**config.mk**
```make
export PLATFORM = sky130hd
export DESIGN_NAME = rotary_encoder_decoder
export DESIGN_NICKNAME = d
export VERILOG_FILES = /design/src/rtl/rotary_encoder_decoder.sv
export SDC_FILE = /design/constraint.sdc
export NUM_CORES = 1
export LEC_CHECK = 0
export ABC_AREA = 1
export CAP_MARGIN = 10
export CELL_PAD_IN_SITES_DETAIL_PLACEMENT = 0
export CELL_PAD_IN_SITES_GLOBAL_PLACEMENT = 1
export CORE_ASPECT_RATIO = 0.75
export CORE_MARGIN = 2
export CORE_UTILIZATION = 45
export DETAILED_ROUTE_END_ITERATION = 8
export GPL_TIMING_DRIVEN = 0
export PLACE_DENSITY = 0.87
export SYNTH_ARGS = -nofsm -noshare
export SYNTH_HDL_FRONTEND = slang
export SYNTH_SLANG_ARGS = --single-unit
export TNS_END_PERCENT = 100
```
**constraint.sdc**
```tcl
create_clock -name clk -period 5.4 [get_ports clk]
set_input_delay 0.54 -clock clk [delete_from_list [all_inputs] [get_ports clk]]
set_output_delay 0.54 -clock clk [all_outputs]
set_load 0.05 [all_outputs]
```
**src/rtl/rotary_encoder_decoder.sv**
```systemverilog
// Four-channel rotary encoder decoder: per-channel debounce, Gray quarter-step
// decode, detent accumulation and saturating position counters.
module rotary_encoder_decoder #(
    parameter int unsigned DEBOUNCE_CYCLES  = 16,
    parameter int unsigned STEPS_PER_DETENT = 4,
    parameter int unsigned POS_WIDTH        = 8,
    parameter int unsigned MAX_POS          = 255,
    parameter int unsigned POS_RESET        = 0
) (
    input  logic                 clk,
    input  logic                 reset,
    input  logic [1:0]           re_1,
    input  logic [1:0]           re_2,
    input  logic [1:0]           re_3,
    input  logic [1:0]           re_4,
    input  logic                 pos_clear,
    output logic [POS_WIDTH-1:0] pos_1,
    output logic [POS_WIDTH-1:0] pos_2,
    output logic [POS_WIDTH-1:0] pos_3,
    output logic [POS_WIDTH-1:0] pos_4,
    output logic [3:0]           step_up,
    output logic [3:0]           step_dn,
    output logic [3:0]           err
);

    localparam logic [15:0]          CNT_LAST = 16'(DEBOUNCE_CYCLES - 1);
    localparam logic signed [3:0]    SUB_TOP  = 4'(STEPS_PER_DETENT);
    localparam logic signed [3:0]    SUB_BOT  = -SUB_TOP;
    localparam logic [POS_WIDTH-1:0] POS_MAX  = POS_WIDTH'(MAX_POS);
    localparam logic [POS_WIDTH-1:0] POS_INIT = POS_WIDTH'(POS_RESET);

    logic [1:0]           raw      [4];
    logic [3:0]           primed_q, primed_d;
    logic [1:0]           stable_q [4];
    logic [1:0]           stable_d [4];
    logic [1:0]           cand_q   [4];
    logic [1:0]           cand_d   [4];
    logic [15:0]          cnt_q    [4];
    logic [15:0]          cnt_d    [4];
    logic signed [3:0]    sub_q    [4];
    logic signed [3:0]    sub_d    [4];
    logic [POS_WIDTH-1:0] pos_q    [4];
    logic [POS_WIDTH-1:0] pos_d    [4];
    logic [3:0]           up_q, up_d, dn_q, dn_d, err_q, err_d;

    assign raw[0] = re_1;
    assign raw[1] = re_2;
    assign raw[2] = re_3;
    assign raw[3] = re_4;

    // Gray phase to quadrature index, so that CW is +1 and a double-bit jump is +2 (mod 4)
    function automatic logic [1:0] gray_to_bin(input logic [1:0] g);
        return {g[1], g[1] ^ g[0]};
    endfunction

    always_comb begin
        logic [1:0]        dir;
        logic signed [3:0] sub_next;
        primed_d = primed_q;
        up_d     = '0;
        dn_d     = '0;
        err_d    = '0;
        for (int unsigned i = 0; i < 4; i++) begin
            dir         = '0;
            sub_next    = sub_q[i];
            stable_d[i] = stable_q[i];
            cand_d[i]   = cand_q[i];
            cnt_d[i]    = cnt_q[i];
            sub_d[i]    = sub_q[i];
            pos_d[i]    = pos_q[i];

            if (!primed_q[i]) begin
                stable_d[i] = raw[i];
                cand_d[i]   = raw[i];
                cnt_d[i]    = '0;
                primed_d[i] = 1'b1;
            end else if (raw[i] != cand_q[i]) begin
                cand_d[i] = raw[i];
                cnt_d[i]  = '0;
            end else if (cand_q[i] != stable_q[i]) begin
                if (cnt_q[i] == CNT_LAST) begin
                    stable_d[i] = cand_q[i];
                    cnt_d[i]    = '0;
                    dir         = gray_to_bin(cand_q[i]) - gray_to_bin(stable_q[i]);
                end else begin
                    cnt_d[i] = cnt_q[i] + 16'd1;
                end
            end else begin
                cnt_d[i] = '0;
            end

            // dir stays 0 unless a debounced transition was accepted this cycle
            case (dir)
                2'd1:    sub_next = sub_q[i] + 4'sd1;
                2'd3:    sub_next = sub_q[i] - 4'sd1;
                2'd2: begin
                    err_d[i] = 1'b1;
                    sub_next = '0;
                end
                default: sub_next = sub_q[i];
            endcase

            if (sub_next == SUB_TOP) begin
                up_d[i]  = 1'b1;
                sub_d[i] = '0;
                if (pos_q[i] < POS_MAX) pos_d[i] = pos_q[i] + 1'b1;
            end else if (sub_next == SUB_BOT) begin
                dn_d[i]  = 1'b1;
                sub_d[i] = '0;
                if (pos_q[i] != '0) pos_d[i] = pos_q[i] - 1'b1;
            end else begin
                sub_d[i] = sub_next;
            end

            if (pos_clear) pos_d[i] = POS_INIT;
        end
    end

    always_ff @(posedge clk or posedge reset) begin
        if (reset) begin
            primed_q <= '0;
            up_q     <= '0;
            dn_q     <= '0;
            err_q    <= '0;
            for (int unsigned i = 0; i < 4; i++) begin
                stable_q[i] <= '0;
                cand_q[i]   <= '0;
                cnt_q[i]    <= '0;
                sub_q[i]    <= '0;
                pos_q[i]    <= POS_INIT;
            end
        end else begin
            primed_q <= primed_d;
            up_q     <= up_d;
            dn_q     <= dn_d;
            err_q    <= err_d;
            for (int unsigned i = 0; i < 4; i++) begin
                stable_q[i] <= stable_d[i];
                cand_q[i]   <= cand_d[i];
                cnt_q[i]    <= cnt_d[i];
                sub_q[i]    <= sub_d[i];
                pos_q[i]    <= pos_d[i];
            end
        end
    end

    assign pos_1   = pos_q[0];
    assign pos_2   = pos_q[1];
    assign pos_3   = pos_q[2];
    assign pos_4   = pos_q[3];
    assign step_up = up_q;
    assign step_dn = dn_q;
    assign err     = err_q;

endmodule
```
==> summary.md <==
| Metric | Value |
|---|---|
| Outcome | completed |
| Worst hold path class | reg -> reg |
| Clock skew | 0.0115 ns |
| YS warnings | 0 |
| Vias in the first global route | approximately 6700 |
| Worst EP arrival | 4.83 ns |
| Pre-CTS setup slack | 0.451 ns |
| Hold Crit Endpoint | cnt_q[16] |
| Syn_area_per_cell | 7.90 um2 |
| EDFF count, synth | 0 |
| Worst Hold Depth | 1 |
| HP Start | cnt_q[16] |
| Sw Share | 37.4% |
| H-tree levels | 4 |
| Worst EP required | 5.71 ns |
| Library cells used by synthesis | 47 |
| Cell taking the most area after synthesis | dfrtp_1 |
| Top cells by count, synth | nand2_1 (236), dfrtp_1 (141), inv_1 (135), nor2_1 (120), a21oi_1 (56) |
| Endpoints failing setup | 0 |
| Crit. End Element | register |
| Total wire length | about 19000 um |
| WL per Instance | ~13 um |
| Critical Path Fanout Max | 7 |
| Worst R2R End | pos_2[7] |
| Sequential Power Share | roughly a third |
| Most frequent cell after synthesis | nand2_1 |
| Ant. Diodes | 0 |
| Antenna violations before repair | 0 |
| Most used cell, CP | nand2_1 |
| First-pass GRT wire length | between 30000 and 40000 um |
| Cell-internal power | between 2000 and 2500 uW |
| Critical path class | in -> reg |
| Slowest Stage Delay on Critical Path | 0.51 ns |
| Dpl cells | between 1000 and 1500 |
| Clk_lat worst skew | 0.42 ns |
| Core area | 18700 um2 |
| Post-layout minimum cycle time | 4.52 ns |
| Seq cells post-synth | around 140 |
| Final core occ | 54.2% |
| CTS tree | yes |
| Fmax | between 200 and 250 MHz |
| Via/cell ratio | 4.96 |
| First-pass DRT Iterations | 6 |
| Reg2Reg Depth | 28 |
| Max Cap Viol | 0 |
| PortBufs | 53 |
| Peak supply drop | 263 uV |
| RSZ-0062 raised after global routing | false |
| Initial DRC count | around 440 |
| Worst setup SP type | primary input |
| LEAKAGE | about 0.0047 uW |
| Flop2flop setup slack | 0.91 ns |
| Combinational power share | between 30% and 40% |
| Cell Rows | 43 |
| Synth area leaders | dfrtp_1 (41%), nand2_1 (10%), inv_1 (5.8%) |
| Via Count | 7106 |
| Share of cells above drive strength 1 | 9.20% |
| CTS Buf Count | 17 |
| Die Area | 20400 um2 |
| Synth-to-Final Area Change | 16.5% |
| Sequential share of the synthesized area | roughly 41% |
| Root buffer cell | clkbuf_16 |
| Worst path bufs/invs | 3 |
| Cell family with most CP delay | simple AND/OR/NAND/NOR gates |
| DRC | 0 |
| Top cell type's share of synthesized area | between 40% and 50% |
| Global route overflow | 0 |
| Largest net degree at the start of global routing | 83 |
| Slew headroom | between 50% and 60% |
| Clk sink count | 141 |
| Chip width | approximately 160 um |
| Main flop type after synthesis | dfrtp_1 |
| Layout Nets | about 1200 |
| Clock transition at path regs | 0.06 ns |
| I/O Pins | 55 |
| Total Routing Usage GR | 19.3% |
| Worst-Margin Slew | roughly 0.63 ns |
| Endpoints failing hold | 0 |
| Synth Instances | 1099 |
| Power Dens Cells | between 300 and 400 nW/um2 |
| Post-Layout Cell Count | between 1000 and 1500 |
| Total Power | 3610 uW |
| Post-detailed-placement half-perimeter wirelength | around 14000 um |
| Die height | 124 um |
| RD Place Congestion | 0.818 |
| Mapped cell area | 8680 um2 |
| Syn nets | 1158 |
| Fraction of registers with async set/reset | 100% |
| Worst r2r src | cnt_q[32] |
| Net Switching | 1350 uW |
| Post-CTS Setup Inserts | 0 |
| Tcrit/Tclk final | a little over four fifths |
| Final WS setup | 0.884 ns |
| Hold buffer count at CTS | 0 |
| Clock buffer depth | 2 |
| Hold_ws | approximately 0.46 ns |
| Share of total power in the clock network | 31.1% |
| Post-CTS Resized | 0 |
| ANT nets after route | 0 |
| Fin. max-slew vios | 0 |
| Initial Util | 46.5% |
| Critical path's slowest cell | clkdlybuf4s50_1 |
stage by stage:
| step | instance area (um2) | TNS [ns] |
|---|---|---|
| after detailed placement | 9550 | 0 |
| after floorplan | 8680 | 0 |
| after global placement | 9520 | -162.60 |
| final | 10100 | 0 |
| after CTS | 10100 | 0 |
| after global routing | 10100 | 0 |
worst max-delay path by stage:
stage	start	endpoint	slack, ns	cells after the start
finish	re_4[1]	pos_4[7]	0.88	26
global route	re_3[1]	pos_3[7]	0.44	32
CTS	re_4[1]	pos_4[7]	0.88	26
detailed placement	re_4[1]	pos_4[7]	0.45	26
global placement	reset	cnt_q[9]	-1.17	2
floorplan	reset	cand_q[0]	1.08	1
sequential cells by signal, indices dropped and copies added (netlist names):
register  cells
step_dn       4
pos_2         8
step_up       4
cand_q        8
stable_q      8
primed_q      1
pos_3         8
pos_1         8
err           4
sub_q        16
cnt_q        64
pos_4         8
logic make-up after synthesis:
group	after synthesis	share of synthesized area, %
multiplexers	1	0.115
buffers and inverters	174	7.83
flip-flops	141	40.7
AO/OA/AOI/OAI	118	7.63
adder cells (fa/ha/maj)	48	7.61
XOR/XNOR	50	5.05
AND/OR/NAND/NOR	566	31.1
other	1	0.0432
power groups by stage:
| stage | Combinational [uW] | Sequential [uW] | Clock [uW] |
|---|---|---|---|
| final | 1220 | 1270 | 1120 |
| after global routing | 1360 | 1280 | 1200 |
| after detailed placement | 1210 | 1280 | 0 |
| after global placement | 1200 | 1280 | 0 |
| after floorplan | 672 | 1500 | 0 |
| after CTS | 1220 | 1270 | 1150 |
placed cells by master, fill, tap and decap left out, types with 8 or more instances in the layout:
cell type	Yosys	final
nor3b_1	11	11
clkdlybuf4s50_1	0	53
o21ai_0	32	32
nand3_1	55	55
a21oi_1	56	56
nor2_4	9	9
nor4_1	15	15
nand2_1	236	236
xor2_1	29	29
clkbuf_1	16	17
nand4_1	40	40
nand3_2	11	11
dfrtp_1	141	141
xnor2_1	21	21
fa_1	8	8
nor2_1	120	120
inv_2	16	16
inv_1	135	134
clkbuf_16	0	17
nor3_1	29	29
o21ai_1	8	8
nand2_2	13	13
nor2_2	8	8
ha_1	40	40
final cells by class:
cell class / count / area, um2
Timing Repair Buffer: 54 / 558
Buffer: 20 / 101
Clock buffer: 21 / 470
Tap cell: 247 / 309
Sequential cell: 141 / 3530
Clock inverter: 11 / 92.6
Inverter: 154 / 583
Fill cell: 1751 / 8560
Multi-Input combinational cell: 784 / 4470
per-layer routing:
layer	track usage, %	share of wire, %	wire, um	vias to the layer above
li1	-	-	-	3743
met1	29.3	53	9840	3251
met2	28.2	42	7850	98
met3	4.16	3.5	653	14
met4	4.33	0.85	157	0
met5	0	0	0	-
Power figures use the tool's default switching activity.
